## src/rtl/ctrl_pkg.sv

```systemverilog
// ctrl_pkg: shared state encoding, opcode map and decoded control bundle
// for the ctrl_seq instruction sequencer.
package ctrl_pkg;

  typedef enum logic [2:0] {
    ST_IDLE,
    ST_FETCH,
    ST_DECODE,
    ST_EXEC,
    ST_MEM,
    ST_WB,
    ST_HALT
  } state_t;

  // instr[8:6]
  localparam logic [2:0] OP_ALU0 = 3'b000;
  localparam logic [2:0] OP_BEQ  = 3'b001;
  localparam logic [2:0] OP_SB   = 3'b010;
  localparam logic [2:0] OP_LBU  = 3'b011;
  localparam logic [2:0] OP_XOR  = 3'b100;
  localparam logic [2:0] OP_OR   = 3'b101;
  localparam logic [2:0] OP_AND  = 3'b110;
  localparam logic [2:0] OP_SRL  = 3'b111;

  // instr[5:4] when opcode is OP_ALU0
  localparam logic [1:0] SUB_MOV  = 2'b00;
  localparam logic [1:0] SUB_ADD  = 2'b01;
  localparam logic [1:0] SUB_LI   = 2'b10;
  localparam logic [1:0] SUB_HALT = 2'b11;

  typedef struct packed {
    logic is_alu;     // any op that goes through the ALU, LI included
    logic is_li;
    logic is_srl;
    logic is_beq;
    logic is_mem_rd;  // LBU
    logic is_mem_wr;  // SB
    logic is_halt;
  } ctrl_t;

endpackage

```

## src/rtl/ctrl_decode.sv

```systemverilog
// ctrl_decode: combinational opcode/sub-op to control bundle decoder.
module ctrl_decode
  import ctrl_pkg::*;
(
  input  logic [2:0] opcode,
  input  logic [1:0] subop,
  output ctrl_t      ctl
);

  // Pure decode of the instruction class
  always_comb begin
    ctl           = '0;
    ctl.is_halt   = (opcode == OP_ALU0) && (subop == SUB_HALT);
    ctl.is_li     = (opcode == OP_ALU0) && (subop == SUB_LI);
    ctl.is_alu    = ((opcode == OP_ALU0) && (subop != SUB_HALT)) ||
                    (opcode == OP_XOR) || (opcode == OP_OR) ||
                    (opcode == OP_AND) || (opcode == OP_SRL);
    ctl.is_srl    = (opcode == OP_SRL);
    ctl.is_beq    = (opcode == OP_BEQ);
    ctl.is_mem_rd = (opcode == OP_LBU);
    ctl.is_mem_wr = (opcode == OP_SB);
  end

endmodule

```

## src/rtl/ctrl_seq.sv

```systemverilog
// ctrl_seq: multi-cycle FETCH/DECODE/EXEC/MEM/WB sequencer for the 8-bit
// datapath. Optional retired-instruction counter enabled by CTRL_ICOUNT_EN.
module ctrl_seq
  import ctrl_pkg::*;
#(
  parameter int PC_W   = 10,
  parameter int INST_W = 9
) (
  input  logic              clk,
  input  logic              reset,
  input  logic              start,
  output logic              done,
  output logic [PC_W-1:0]   pc,
  input  logic [INST_W-1:0] instr,
  output logic [6:0]        alu_cmd,
  output logic              ALUSrc,
  output logic              li,
  output logic [7:0]        imm,
  output logic [1:0]        rd_addr,
  output logic [1:0]        rs_addr,
  output logic              reg_wen,
  output logic              mem_ren,
  output logic              mem_wen,
  input  logic              alu_zero,
  input  logic              alu_sc,
  output logic              sc_q
`ifdef CTRL_ICOUNT_EN
  ,
  output logic [15:0]       icount
`endif
);

  state_t            r_state;
  state_t            w_next;
  logic [INST_W-1:0] r_ir;
  logic [INST_W-1:0] w_src;
  ctrl_t             w_ctl;
  logic [PC_W-1:0]   r_pc;
  logic [PC_W-1:0]   w_pc_inc;
  logic [PC_W-1:0]   w_boff;
  logic              r_zero_q;
  logic              r_sc_q;
  logic              r_start_d;
  logic              w_restart;

  // ir is only loaded at the end of DECODE, so DECODE itself looks at the
  // live imem data; later states use the latched copy.
  assign w_src     = (r_state == ST_DECODE) ? instr : r_ir;
  assign w_pc_inc  = r_pc + PC_W'(1);
  assign w_boff    = {{(PC_W-6){r_ir[5]}}, r_ir[5:0]};
  assign w_restart = start && !r_start_d;
  assign pc        = r_pc;
  assign sc_q      = r_sc_q;

  ctrl_decode u_decode (
    .opcode (w_src[8:6]),
    .subop  (w_src[5:4]),
    .ctl    (w_ctl)
  );

  // State register
  always_ff @(posedge clk) begin
    if (reset) r_state <= ST_IDLE;
    else       r_state <= w_next;
  end

  // Next-state and per-state control outputs
  always_comb begin
    w_next  = r_state;
    alu_cmd = '0;
    imm     = '0;
    rd_addr = '0;
    rs_addr = '0;
    ALUSrc  = 1'b0;
    li      = 1'b0;
    reg_wen = 1'b0;
    mem_ren = 1'b0;
    mem_wen = 1'b0;
    done    = 1'b0;
    if (r_state inside {ST_DECODE, ST_EXEC, ST_MEM, ST_WB}) begin
      alu_cmd = {w_src[8:6], w_src[5:2]};
      imm     = {4'h0, w_src[3:0]};
      rd_addr = w_src[3:2];
      rs_addr = w_src[1:0];
    end
    unique case (r_state)
      ST_IDLE:   if (start) w_next = ST_FETCH;
      ST_FETCH:  w_next = ST_DECODE;
      ST_DECODE: w_next = w_ctl.is_halt ? ST_HALT : ST_EXEC;
      ST_EXEC: begin
        ALUSrc = w_ctl.is_li;
        li     = w_ctl.is_li;
        if (w_ctl.is_beq)                           w_next = ST_FETCH;
        else if (w_ctl.is_mem_rd || w_ctl.is_mem_wr) w_next = ST_MEM;
        else                                        w_next = ST_WB;
      end
      ST_MEM: begin
        mem_ren = w_ctl.is_mem_rd;
        mem_wen = w_ctl.is_mem_wr;
        w_next  = w_ctl.is_mem_wr ? ST_FETCH : ST_WB;
      end
      ST_WB: begin
        reg_wen = 1'b1;
        w_next  = ST_FETCH;
      end
      ST_HALT: begin
        done = 1'b1;
        if (w_restart) w_next = ST_FETCH;
      end
      default: w_next = ST_IDLE;
    endcase
  end

  // PC, instruction register and ALU flag capture
  always_ff @(posedge clk) begin
    if (reset) begin
      r_pc      <= '0;
      r_ir      <= '0;
      r_zero_q  <= 1'b0;
      r_sc_q    <= 1'b0;
      r_start_d <= 1'b0;
    end else begin
      r_start_d <= start;
      case (r_state)
        ST_IDLE:   if (start) r_pc <= '0;
        ST_DECODE: r_ir <= instr;
        ST_EXEC: begin
          if (w_ctl.is_alu) r_zero_q <= alu_zero;
          if (w_ctl.is_srl) r_sc_q   <= alu_sc;
          if (w_ctl.is_beq) r_pc     <= r_zero_q ? (r_pc + w_boff) : w_pc_inc;
        end
        // SB has no WB stage, so it advances the PC here
        ST_MEM:    if (w_ctl.is_mem_wr) r_pc <= w_pc_inc;
        ST_WB:     r_pc <= w_pc_inc;
        ST_HALT:   if (w_restart) r_pc <= '0;
        default: ;
      endcase
    end
  end

`ifdef CTRL_ICOUNT_EN
  logic [15:0] r_icount;
  logic        w_retire;
  logic        w_launch;

  // An instruction retires whenever an active instruction state hands off
  // to FETCH or HALT; a launch is leaving IDLE/HALT for FETCH.
  assign w_retire = (r_state inside {ST_DECODE, ST_EXEC, ST_MEM, ST_WB}) &&
                    (w_next inside {ST_FETCH, ST_HALT});
  assign w_launch = (r_state inside {ST_IDLE, ST_HALT}) && (w_next == ST_FETCH);
  assign icount   = r_icount;

  // Saturating retired-instruction counter
  always_ff @(posedge clk) begin
    if (reset || w_launch)             r_icount <= '0;
    else if (w_retire && r_icount != '1) r_icount <= r_icount + 16'd1;
  end
`endif

endmodule

```

## config.mk

```make
export PLATFORM = sky130hd
export DESIGN_NAME = ctrl_seq
export DESIGN_NICKNAME = d
export VERILOG_FILES = /design/src/rtl/ctrl_pkg.sv /design/src/rtl/ctrl_decode.sv /design/src/rtl/ctrl_seq.sv
export SDC_FILE = /design/constraint.sdc
export NUM_CORES = 1
export LEC_CHECK = 0
export BUFFER_PORTS_ARGS = -buffer_cell sky130_fd_sc_hd__buf_2
export CORE_UTILIZATION = 45
export DETAILED_ROUTE_END_ITERATION = 8
export PLACE_DENSITY = 0.75
export SLEW_MARGIN = 20
export SYNTH_ARGS = -nofsm -noshare
export SYNTH_HDL_FRONTEND = slang
export SYNTH_SLANG_ARGS = --single-unit
```

## constraint.sdc

```tcl
create_clock -name clk -period 2.75 [get_ports clk]
set_input_delay 0.275 -clock clk [delete_from_list [all_inputs] [get_ports clk]]
set_output_delay 0.275 -clock clk [all_outputs]
set_load 0.005 [all_outputs]
```

Word-level counts from Yosys, hierarchy flattened
Cells that the tools add are included.
W data, S select, Z words.

cells by class
  add/sub/neg operators = 2
  equality and inequality tests = 20
  muxes and demuxes = 23
  reduce and logical (&&, ||, !) cells = 18

operator list
  kind                     number
  $mux W10                 5
  $pmux W10 S5             1
  $eq A3 B3 Y1 const B     7
  $pmux W3 S7              1
  $mux W3                  5
  $eq A3 B2 Y1 const B     4
  $add A10 B1 Y10 const B  1
  $add A10 B10 Y10         1
  $mux W9                  1
  $ne A2 B2 Y1 const B     4
  $mux W7                  1
  $eq A3 B1 Y1 const B     2
  $logic_not A3 Y1         2
  $mux W1                  6
  $reduce_and A2 Y1        3
  $logic_or A1 B1 Y1       5
  $reduce_and A5 Y1        1
  $reduce_bool A5 Y1       1
  $eq A2 B2 Y1 const B     2
  $logic_and A1 B1 Y1      4
  $mux W2                  2
  $mux W4                  1
  $reduce_bool A4 Y1       1
  $ne A2 B1 Y1 const B     1
  $logic_not A1 Y1         1

storage, ports and cells
  flip-flop bits (word level) = 25
  output and inout bits = 36
  logic and storage cells = 69

Depth between registers and ports, before layout
Gate-level depths: netlist of run 1.

  word-level depth = 9
  mapped depth = 8
  mapped depth without buffers = 8

Cells and area by module
A second synthesis of run 1 with hierarchy kept.

second synthesis, totals
  cells, all modules = 277
  area total of the unflattened synthesis = 2134.5 µm²

modules (own cells, without submodules)
  module       instances  cells each  area an instance (µm²)
  ctrl_seq     1          267         2063.2
  ctrl_decode  1          10          71.3

Least setup slack after synthesis of run 1
OpenSTA, ideal clock, no wires.

  kind = reg-to-reg
  from = register r_pc[2] (netlist: pc[2])
  to = register r_pc[9] (netlist: pc[9])
  arrival time = 2007 ps
  required time = 2624 ps
  setup slack = 617 ps
  cell stages (with the launch flop) = 8
  buffers on the path = 0
  period minus slack after synthesis = 2133 ps
  cell sequence = dfxtp_1 -> ha_1 -> and3_1 -> a2111oi_0 -> o21ai_0 -> xnor2_1 -> a21oi_1 -> o32ai_1

on the way
  cells in the longest elaborated chain, start to end = 4
  elaborated cells on any way between the ends = 6
  those cells by class = 2 x add/sub; 4 x mux

ends and longest elaborated chain
  item                                                 line                             source
  start: declaration                                   ctrl_seq.sv:38                   logic [PC_W-1:0] r_pc;
  start signal: assignment                             ctrl_seq.sv:130                  if (w_ctl.is_beq) r_pc <= r_zero_q ? (r_pc + w_boff) : w_pc_inc;
  start signal: assignment                             ctrl_seq.sv:133                  ST_MEM: if (w_ctl.is_mem_wr) r_pc <= w_pc_inc;
  start signal: assignment                             ctrl_seq.sv:134                  ST_WB: r_pc <= w_pc_inc;
  $add A10 B1 Y10 or $add A10 B10 Y10 (tied branches)  ctrl_seq.sv:49, ctrl_seq.sv:130
  $mux W10 (2 in a row)                                ctrl_seq.sv:130
  $pmux W10 S5 *                                       ctrl_seq.sv:124                  case (r_state)

Mark *: on every way between the ends. The rest lies on a longest branch, timed or not. The select of a mux whose other input is x is not followed.
A chain may end at the register's enable or synchronous reset.

Worst setup path in the final report of run 1
  from = register r_pc[0] (netlist: pc[0])
  to = register r_pc[8] (netlist: pc[8])

The elaborated chain is that of the path after synthesis.

==> flow_summary_export.csv, run 1 <==
group,metric,value,unit
clock_tree,cts_post_setup_buffers_inserted,0,
critical_path,required,2.96,ns
timing,worst_pin_slew,0.574,ns
timing,timing.fmax,0.438,GHz
detailed_routing,routed_wire_length_per_instance,13.9,um
synth,distinct_cell_type_count_after_synthesis,49,
timing,grt_setup_unrepaired,"false",
clock_tree,tritoncts,"done",
power_and_ir_drop,static-leakage-power,0.984,nW
die,core_area,0.00435,mm^2
critical_path,cp.arrival,2.49,ns
die,start_util,46.6,%
die,die-area,0.00478,mm^2
timing,final-hold-violation-count,0,
timing,clock_skew,0.00874,ns
finish,antennaDiodeCount,0,
timing,setup_viol_count_final,0,
finish,fin_cells,362,
timing,timing.final.crit_share,83.0,%
finish,n_fill_cell,420,
min_path,classification_of_the_worst_slack_hold_path,"input port to flip-flop",
synth,ys_warn_count,0,
critical_path,end_kind,"flip-flop",
synth,synthesis.area_per_instance,7.30,um^2
detailed_routing,dr.pass1.iters,4,
flow_run,timing.max_cap.violations,0,
place,placedCellCount,358,
clock_tree,clock_tree.root_cell,"clkbuf_8",
clock_tree,holdBufCountCts,0,
clock_tree,cts.sink_count,25,
timing,tns,0,ns
grt,grtUsageTotal,21.3,%
detailed_routing,dr.first_iter.drc_count,134,
detailed_routing,route.detailed.vias_per_inst,5.63,
grt,grt_pass1_vias,1788,
finish,layout.cells.most_common_list,"45 x buf_2, 39 x nand2_1, 27 x a21oi_1",
detailed_routing,drc,0,
place,portBuffers,45,
clock_tree,cts_max_level,1,
die,die_height,69.2,um
timing,final.min_clock_period,2.28,ns
timing,slew-limit-headroom,60.8,%
detailed_routing,route.antenna.remaining_nets,0,
synth,yosys_most_used_dff,"dfxtp_1",
synth,synth_enable_flop_cells,0,
grt,largest_net_degree_at_the_start_of_global_routing,27,
power_and_ir_drop,maximum_vdd_drop,0.217,mV
synth,postSynth.asyncResetShare,0,%
clock_tree,cts_buffers,3,
critical_path,critPathKind,"flip-flop to flip-flop",
clock_tree,cts.reportedPaths.clkPinSlew,0.10,ns
timing,slew_viol_final,0,
clock_tree,clock_latency,0.28,ns
finish,mostFrequentLayoutCell,"buf_2",
die,die_w,69.2,um
synth,number_of_synthesized_register_bits,25,
place,place_hpwl,3.64,mm
grt,grt_pass1_wl,8.44,mm
run_status,run_status,"complete, no violations",
detailed_routing,routed_wl,5.02,mm
finish,final_nets,336,
critical_path,category_of_the_worst_setup_path_launch_point,"flip-flop",
die,top_level_ports,50,
synth,synth_seq_area_share,24.7,%
clock_tree,max-clock-path-buffers,2,
grt,grt-ovfl-total,0,
grt,antenna_violations_before_repair,0,
detailed_routing,vias,2037,
finish,syn2layout_area_growth,12.3,%
critical_path,timing.critical_path.fanout_max,6,
synth,post_synth_inst_count,278,
power_and_ir_drop,cellPowerDensity,683,mW/mm^2
finish,drive_above_1_share,19.0,%
die,rows,24,
clock_tree,postCtsResizedCells,0,
synth,combined_area_of_all_synthesized_cells,0.00203,mm^2
place,place_congestion,0.915,
==> final timing paths <==
kind	depth (start not counted)	slack (ns)	from	end
setup / recovery	8	0.47	pc[0]	pc[8]
hold / removal	3	0.23	alu_sc	sc_q
setup reg to reg	8	0.47	pc[0]	pc[8]
hold reg to reg	2	0.51	sc_q	sc_q
==> area by class of cell <==
cell class | instances | area (um^2) | share of cell area, %
multi-input combinational | 221 | 1360 | 59.5
clock inverter | 1 | 7.51 | 0.329
clock buffer | 3 | 41.3 | 1.81
tap | 52 | 65.1 | 2.86
timing repair buffer | 52 | 278 | 12.2
inverter | 8 | 30.0 | 1.32
sequential | 25 | 500 | 22.0
==> power breakdown <==
group / total, W / switching [W] / internal [W]
registers: 0.000537 / 0.000115 / 0.000422
clock network: 0.000238 / 0.000134 / 0.000103
logic: 0.000780 / 0.000443 / 0.000337
total: 0.00156 / 0.000693 / 0.000863
==> cell usage after synthesis (2+ instances only) <==
master,number,area [um^2]
dfxtp_1,25,500
nor4_1,2,12.5
or3_1,3,18.8
buf_4,11,82.6
nor3_1,9,45.0
nand2b_1,7,43.8
inv_1,8,30.0
and3_1,2,12.5
xnor2_1,8,70.1
nand4_1,2,12.5
nor2b_1,3,18.8
a21o_1,3,22.5
mux2i_1,12,120
ha_1,10,125
a31oi_1,3,18.8
a211oi_1,4,30.0
and2_1,3,18.8
nand3_1,6,30.0
nor2_1,21,78.8
o21ai_0,23,115
a2111oi_0,3,26.3
clkbuf_1,11,41.3
nor3b_1,2,15.0
buf_2,3,15.0
o32ai_1,6,52.6
nand2_1,39,146
a21oi_1,27,135
==> layer usage <==
layer / wire length (um) / part of all wire [%] / global-route usage, % / vias up
met5: 0 / 0 / 0 / -
met4: 48 / 0.96 / 6.58 / 0
met3: 233 / 4.6 / 2.78 / 5
met2: 2290 / 46 / 34.5 / 65
met1: 2440 / 49 / 29.4 / 931
li1: - / - / - / 1036
==> registers in the layout, summed over array words and instances (netlist names) <==
signal,cells
r_state,3
r_start_d,1
r_ir,9
pc,10
sc_q,1
r_zero_q,1
==> critical path, cell delays in order (launching register included) <==
cell,delay (ns)
dfxtp_1,0.38
ha_1,0.24
fa_1,0.43
a211oi_1,0.41
o21ai_0,0.16
a31oi_1,0.23
xnor2_1,0.14
a21oi_1,0.08
o21ai_0,0.13
==> cell families after synthesis <==
| logic type | after synthesis | share of synthesized area [%] |
|---|---|---|
| buffers and inverters | 35 | 9.06 |
| and+or+nand+nor | 108 | 26.0 |
| xor gates and xnor gates | 9 | 3.88 |
| adders and majority gates | 11 | 7.15 |
| DFF | 25 | 24.7 |
| AOI/OAI and AO/OA | 77 | 23.2 |
| other | 1 | 0.185 |
| muxes | 12 | 5.92 |
==> metrics by stage <==
step                util (%)  total power (W)  worst slack, ns  cell area [um^2]  hold slack (ns)
floorplan                  -          0.00115            0.617              2040            0.403
global placement        51.2          0.00131            0.554              2230            0.480
detailed placement      51.2          0.00132            0.530              2230            0.484
CTS                     52.3          0.00156            0.491              2280            0.228
global route            52.3          0.00169            0.260              2280            0.234
finish                  52.3          0.00156            0.468              2280            0.227
(Power assumes the default switching activity.)
==> inputs of run 2 (changes only) <==
- clock period: 2.75 -> 2.2 ns (I/O delays scaled with it)
==> flow_summary_export.csv, run 2 (synthesized netlist as in run 1, its figures left out) <==
group,metric,value,unit
run_status,run_status,"complete, no violations",
clock_tree,cts.sink_count,25,
power_and_ir_drop,p_clk_share,13.4,%
timing,slew_viol_final,0,
die,core_area,0.00435,mm^2
grt,antenna_violations_before_repair,0,
flow_run,timing.max_cap.violations,0,
power_and_ir_drop,power.share.switching,41.9,%
place,placement_stage_worst_setup_slack,0.107,ns
die,die_height,69.2,um
place,place_congestion,0.893,
power_and_ir_drop,static-leakage-power,1.11,nW
power_and_ir_drop,cellPowerDensity,863,mW/mm^2
timing,slew-limit-headroom,63.8,%
critical_path,critPathMaxStageDelay,0.39,ns
grt,global_route_met2_usage,34.4,%
detailed_routing,route.detailed.vias_per_inst,5.53,
detailed_routing,route.antenna.remaining_nets,0,
die,start_util,46.6,%
finish,syn2layout_area_growth,21.5,%
finish,mostFrequentLayoutCell,"buf_2",
timing,clock_skew,0.00645,ns
power_and_ir_drop,maximum_vdd_drop,0.300,mV
finish,drive_above_1_share,26.5,%
critical_path,cp_cell_sequence,"ha_1, and3_1, a2111oi_1, buf_4, o21ai_0, xnor2_1, a21oi_1, o32ai_1",
critical_path,regToRegStartpoint,"r_ir[4]",
critical_path,required,2.35,ns
clock_tree,cts.reportedPaths.clkPinSlew,0.10,ns
finish,largest_register_ff_count,10,
critical_path,timing.critical_path.fanout_max,5,
critical_path,crit_path_top_delay_cell,"a2111oi_1",
clock_tree,cts_max_level,1,
grt,largest_net_degree_at_the_start_of_global_routing,27,
critical_path,cp.arrival,2.18,ns
min_path,classification_of_the_worst_slack_hold_path,"input port to flip-flop",
power_and_ir_drop,combPwrFrac,57.2,%
place,place_hpwl,3.83,mm
grt,grt_pass1_vias,1869,
clock_tree,max-clock-path-buffers,2,
clock_tree,clock_latency,0.27,ns
finish,layout.cells.most_common_list,"45 x buf_2, 39 x nand2_1, 28 x buf_4",
min_path,holdPathEnd,"sc_q",
detailed_routing,routed_wl,5.04,mm
timing,finalHoldWorstSlack,0.176,ns
place,portBuffers,45,
critical_path,category_of_the_worst_setup_path_launch_point,"flip-flop",
detailed_routing,drc,0,
die,die_w,69.2,um
timing,final.min_clock_period,2.04,ns
detailed_routing,vias,2124,
clock_tree,tritoncts,"done",
timing,final-hold-violation-count,0,
finish,final_nets,358,
die,top_level_ports,50,
timing,timing.fmax,0.491,GHz
min_path,worst_hold_path.num_cells,3,
clock_tree,clock_tree.root_cell,"clkbuf_8",
timing,timing.final.crit_share,92.6,%
critical_path,end_kind,"flip-flop",
grt,grtUsageTotal,21.4,%
power_and_ir_drop,total_power,0.00213,W
grt,grt-ovfl-total,0,
place,postPlaceCellArea,0.00239,mm^2
grt,global_route.peak_usage_layer,"met2",
critical_path,timing.rr.end,"pc[9]",
die,rows,24,
grt,grt_use_met3,2.78,%
grt,grt_pass1_wl,8.55,mm
finish,stdcell_area,0.00247,mm^2
detailed_routing,dr.pass1.iters,4,
detailed_routing,dr.first_iter.drc_count,112,
clock_tree,holdBufCountCts,0,
power_and_ir_drop,pwr-share-seq,29.3,%
timing,worst_setup_slack_after_layout,0.163,ns
min_path,min-delay-start,"alu_sc",
detailed_routing,routed_wire_length_per_instance,13.1,um
timing,setup_viol_count_final,0,
finish,antennaDiodeCount,0,
clock_tree,cts_buffers,3,
grt,global_route.usage.met1,29.9,%
timing,worst_pin_slew,0.541,ns
power_and_ir_drop,cell_internal_pwr,0.00124,W
power_and_ir_drop,netSwitchingPower,0.000893,W
timing,grt_setup_unrepaired,"false",
timing,tns,0,ns
critical_path,critPathKind,"flip-flop to flip-flop",
critical_path,rrSetupSlack,0.16,ns
critical_path,ff_to_ff_path_depth,8,
die,die-area,0.00478,mm^2
[run 2: timing repair]
item / CTS / global route
setup buffers: 0 / 1
endpoints found under the setup margin: 0 / 5
gates resized for setup: 0 / 10
[run 2: worst max-delay path by stage]
stage | start | endpoint | slack (ns) | cells past startpoint
2_1_floorplan | pc[2] | pc[9] | 0.07 | 7
3_5_place_dp | r_state[2] | pc[7] | 0.11 | 6
6_report | r_ir[4] | pc[9] | 0.16 | 8
3_3_place_gp | r_ir[2] | pc[9] | 0.11 | 8
5_1_grt | r_ir[4] | pc[9] | 0.02 | 8
4_1_cts | r_ir[2] | pc[9] | 0.07 | 8
[run 2: area by class of cell]
type                            count  area (um^2)
Clock buffer                        3         41.3
Clock inverter                      1         7.51
Fill cell                         423         1890
Inverter                            8         30.0
Multi-Input combinational cell    221         1370
Sequential cell                    25          505
Tap cell                           52         65.1
Timing Repair Buffer               74          447
[run 2: layer usage]
layer	up-vias	part of all wire (%)
met5	-	0
met1	972	47
met4	0	0.58
met3	4	5.6
li1	1081	-
met2	67	47
[run 2: per-stage QoR]
step	std cells	util [%]
after floorplan	281	-
after global placement	379	54.8
after detailed placement	379	54.8
final	384	56.6
after global routing	384	56.6
after CTS	383	55.9
[run 2: worst max-delay path: cells and delay by family, from the launching register on]
family | cells | cell delay, ns
AO/OA/AOI/OAI | 4 | 0.73
flip-flops | 1 | 0.34
adder cells (fa/ha/maj) | 1 | 0.33
buffers and inverters | 1 | 0.19
AND/OR/NAND/NOR | 1 | 0.18
XOR/XNOR | 1 | 0.14
[run 2: power groups by stage]
stage	Sequential [W]	Combinational (W)	Clock (W)
floorplan	0.000620	0.000812	0
global placement	0.000622	0.00117	0
detailed placement	0.000623	0.00119	0
finish	0.000624	0.00122	0.000286
global route	0.000637	0.00135	0.000315
CTS	0.000614	0.00120	0.000295
==> inputs of run 3 (changes only) <==
- CORE_ASPECT_RATIO: default -> 1.1
- CTS_CLUSTER_DIAMETER: default -> 200
- CTS_CLUSTER_SIZE: default -> 30
==> flow_summary_export.csv, run 3 (synthesized netlist as in run 1, its figures left out) <==
group,metric,value,unit
clock_tree,max-clock-path-buffers,2,
grt,grt_pass1_vias,1842,
critical_path,rrSetupSlack,0.16,ns
die,die_w,66.0,um
critical_path,regToRegStartpoint,"r_ir[0]",
power_and_ir_drop,static-leakage-power,1.09,nW
clock_tree,tritoncts,"done",
finish,stdcell_area,0.00246,mm^2
die,core_area,0.00432,mm^2
clock_tree,clock_latency,0.27,ns
clock_tree,cts.reportedPaths.clkPinSlew,0.09,ns
timing,worst_pin_slew,0.509,ns
finish,layout.cells.most_common_list,"45 x buf_2, 39 x nand2_1, 27 x a21oi_1",
place,place_congestion,1.00,
critical_path,path_buf_inv,1,
critical_path,crit_path_top_delay_cell,"fa_2",
timing,tns,0,ns
timing,timing.final.crit_share,92.7,%
detailed_routing,route.antenna.remaining_nets,0,
detailed_routing,dr.first_iter.drc_count,205,
place,portBuffers,45,
power_and_ir_drop,cellPowerDensity,847,mW/mm^2
grt,antenna_violations_before_repair,0,
timing,slew_viol_final,0,
grt,grtUsageTotal,22.6,%
detailed_routing,route.detailed.vias_per_inst,5.62,
finish,antennaDiodeCount,0,
detailed_routing,dr.pass1.iters,4,
critical_path,end_kind,"flip-flop",
place,postPlaceCellArea,0.00236,mm^2
grt,largest_net_degree_at_the_start_of_global_routing,27,
grt,grt_pass1_wl,8.56,mm
critical_path,required,2.34,ns
critical_path,ff_to_ff_path_depth,9,
die,start_util,47.0,%
place,place_hpwl,3.84,mm
clock_tree,cts.sink_count,25,
critical_path,cp.arrival,2.18,ns
detailed_routing,routed_wire_length_per_instance,13.5,um
flow_run,timing.max_cap.violations,0,
place,placement_stage_worst_setup_slack,0.0473,ns
run_status,run_status,"complete, no violations",
power_and_ir_drop,maximum_vdd_drop,0.303,mV
grt,grt-ovfl-total,0,
timing,worst_setup_slack_after_layout,0.161,ns
timing,final-hold-violation-count,0,
critical_path,cp_cell_sequence,"ha_1, fa_2, a211oi_2, buf_4, o21bai_1, a21oi_1, xnor2_1, a21oi_1, o32ai_1",
critical_path,end_point_of_the_critical_path,"pc[6]",
critical_path,timing.rr.end,"pc[6]",
finish,final_nets,355,
clock_tree,clock_tree.root_cell,"clkbuf_8",
finish,syn2layout_area_growth,21.0,%
die,die_height,72.4,um
die,top_level_ports,50,
timing,setup_viol_count_final,0,
finish,largest_register_ff_count,10,
die,rows,25,
critical_path,critPathMaxStageDelay,0.38,ns
clock_tree,cts_max_level,1,
detailed_routing,drc,0,
finish,mostFrequentLayoutCell,"buf_2",
critical_path,timing.critical_path.fanout_max,4,
timing,timing.fmax,0.490,GHz
detailed_routing,routed_wl,5.17,mm
timing,clock_skew,0.00427,ns
critical_path,path_depth,9,
timing,final.min_clock_period,2.04,ns
timing,slew-limit-headroom,66.1,%
power_and_ir_drop,total_power,0.00208,W
critical_path,critPathKind,"flip-flop to flip-flop",
critical_path,category_of_the_worst_setup_path_launch_point,"flip-flop",
timing,grt_setup_unrepaired,"false",
critical_path,cp_common_cell,"a21oi_1",
die,die-area,0.00478,mm^2
min_path,classification_of_the_worst_slack_hold_path,"input port to flip-flop",
detailed_routing,vias,2154,
finish,drive_above_1_share,25.5,%
critical_path,worst_setup_path_startpoint,"r_ir[0]",
clock_tree,cts_buffers,3,
critical_path,timing.critical_path.max_delay_family,"compound AO/OA/AOI/OAI gates",
-- run 3: stage by stage --
step / utilization (%) / instances / hold slack (ns)
after floorplan: - / 281 / 0.348
after global routing: 56.9 / 383 / 0.174
after detailed placement: 54.7 / 377 / 0.460
after global placement: 54.7 / 377 / 0.454
after CTS: 55.9 / 381 / 0.179
final: 56.9 / 383 / 0.176
-- run 3: worst min path at each step --
| stage | from | to | cells after the start |
|---|---|---|---|
| CTS | alu_sc | sc_q | 3 |
| global route | instr[3] | r_ir[3] | 3 |
| detailed placement | alu_sc | sc_q | 3 |
| finish | alu_sc | sc_q | 3 |
| floorplan | start | r_start_d | 1 |
| global placement | alu_sc | sc_q | 3 |
-- run 3: final cells by class --
class | count | area (um^2)
clock buffers | 4 | 45.0
fillers | 421 | 1860
inverters | 8 | 30.0
multi-input cells | 221 | 1390
flip-flops and latches | 25 | 504
well taps | 54 | 67.6
repair buffers | 71 | 420
-- run 3: what timing repair did --
item	4_1_cts	5_1_grt
setup endpoints to repair	1	4
buffers inserted	0	2
pin swaps	0	2
resized for setup	2	8
hold buffers	0	0
-- run 3: worst reg2reg max path, stage by stage, from the launching register on --
cell      delay (ns)
dfxtp_1         0.35
ha_1            0.21
fa_2            0.38
a211oi_2        0.26
buf_4           0.15
o21bai_1        0.06
a21oi_1         0.19
xnor2_1         0.08
a21oi_1         0.14
o32ai_1         0.09
-- run 3: routing by layer --
| layer | global-route usage (%) | part of all wire, % | wire length, um | up-vias |
|---|---|---|---|---|
| li1 | - | - | - | 1077 |
| met3 | 2.36 | 5.5 | 286 | 8 |
| met1 | 30.9 | 46 | 2400 | 982 |
| met5 | 0 | 0 | 0 | - |
| met2 | 37.3 | 47 | 2410 | 87 |
| met4 | 6.62 | 1.5 | 77 | 0 |
-- run 3: report_power, final --
| group | switching, W | internal, W | leakage, nW |
|---|---|---|---|
| registers | 0.0000849 | 0.000531 | 0.204 |
| logic | 0.000649 | 0.000535 | 0.858 |
| clock network | 0.000150 | 0.000130 | 0.0228 |
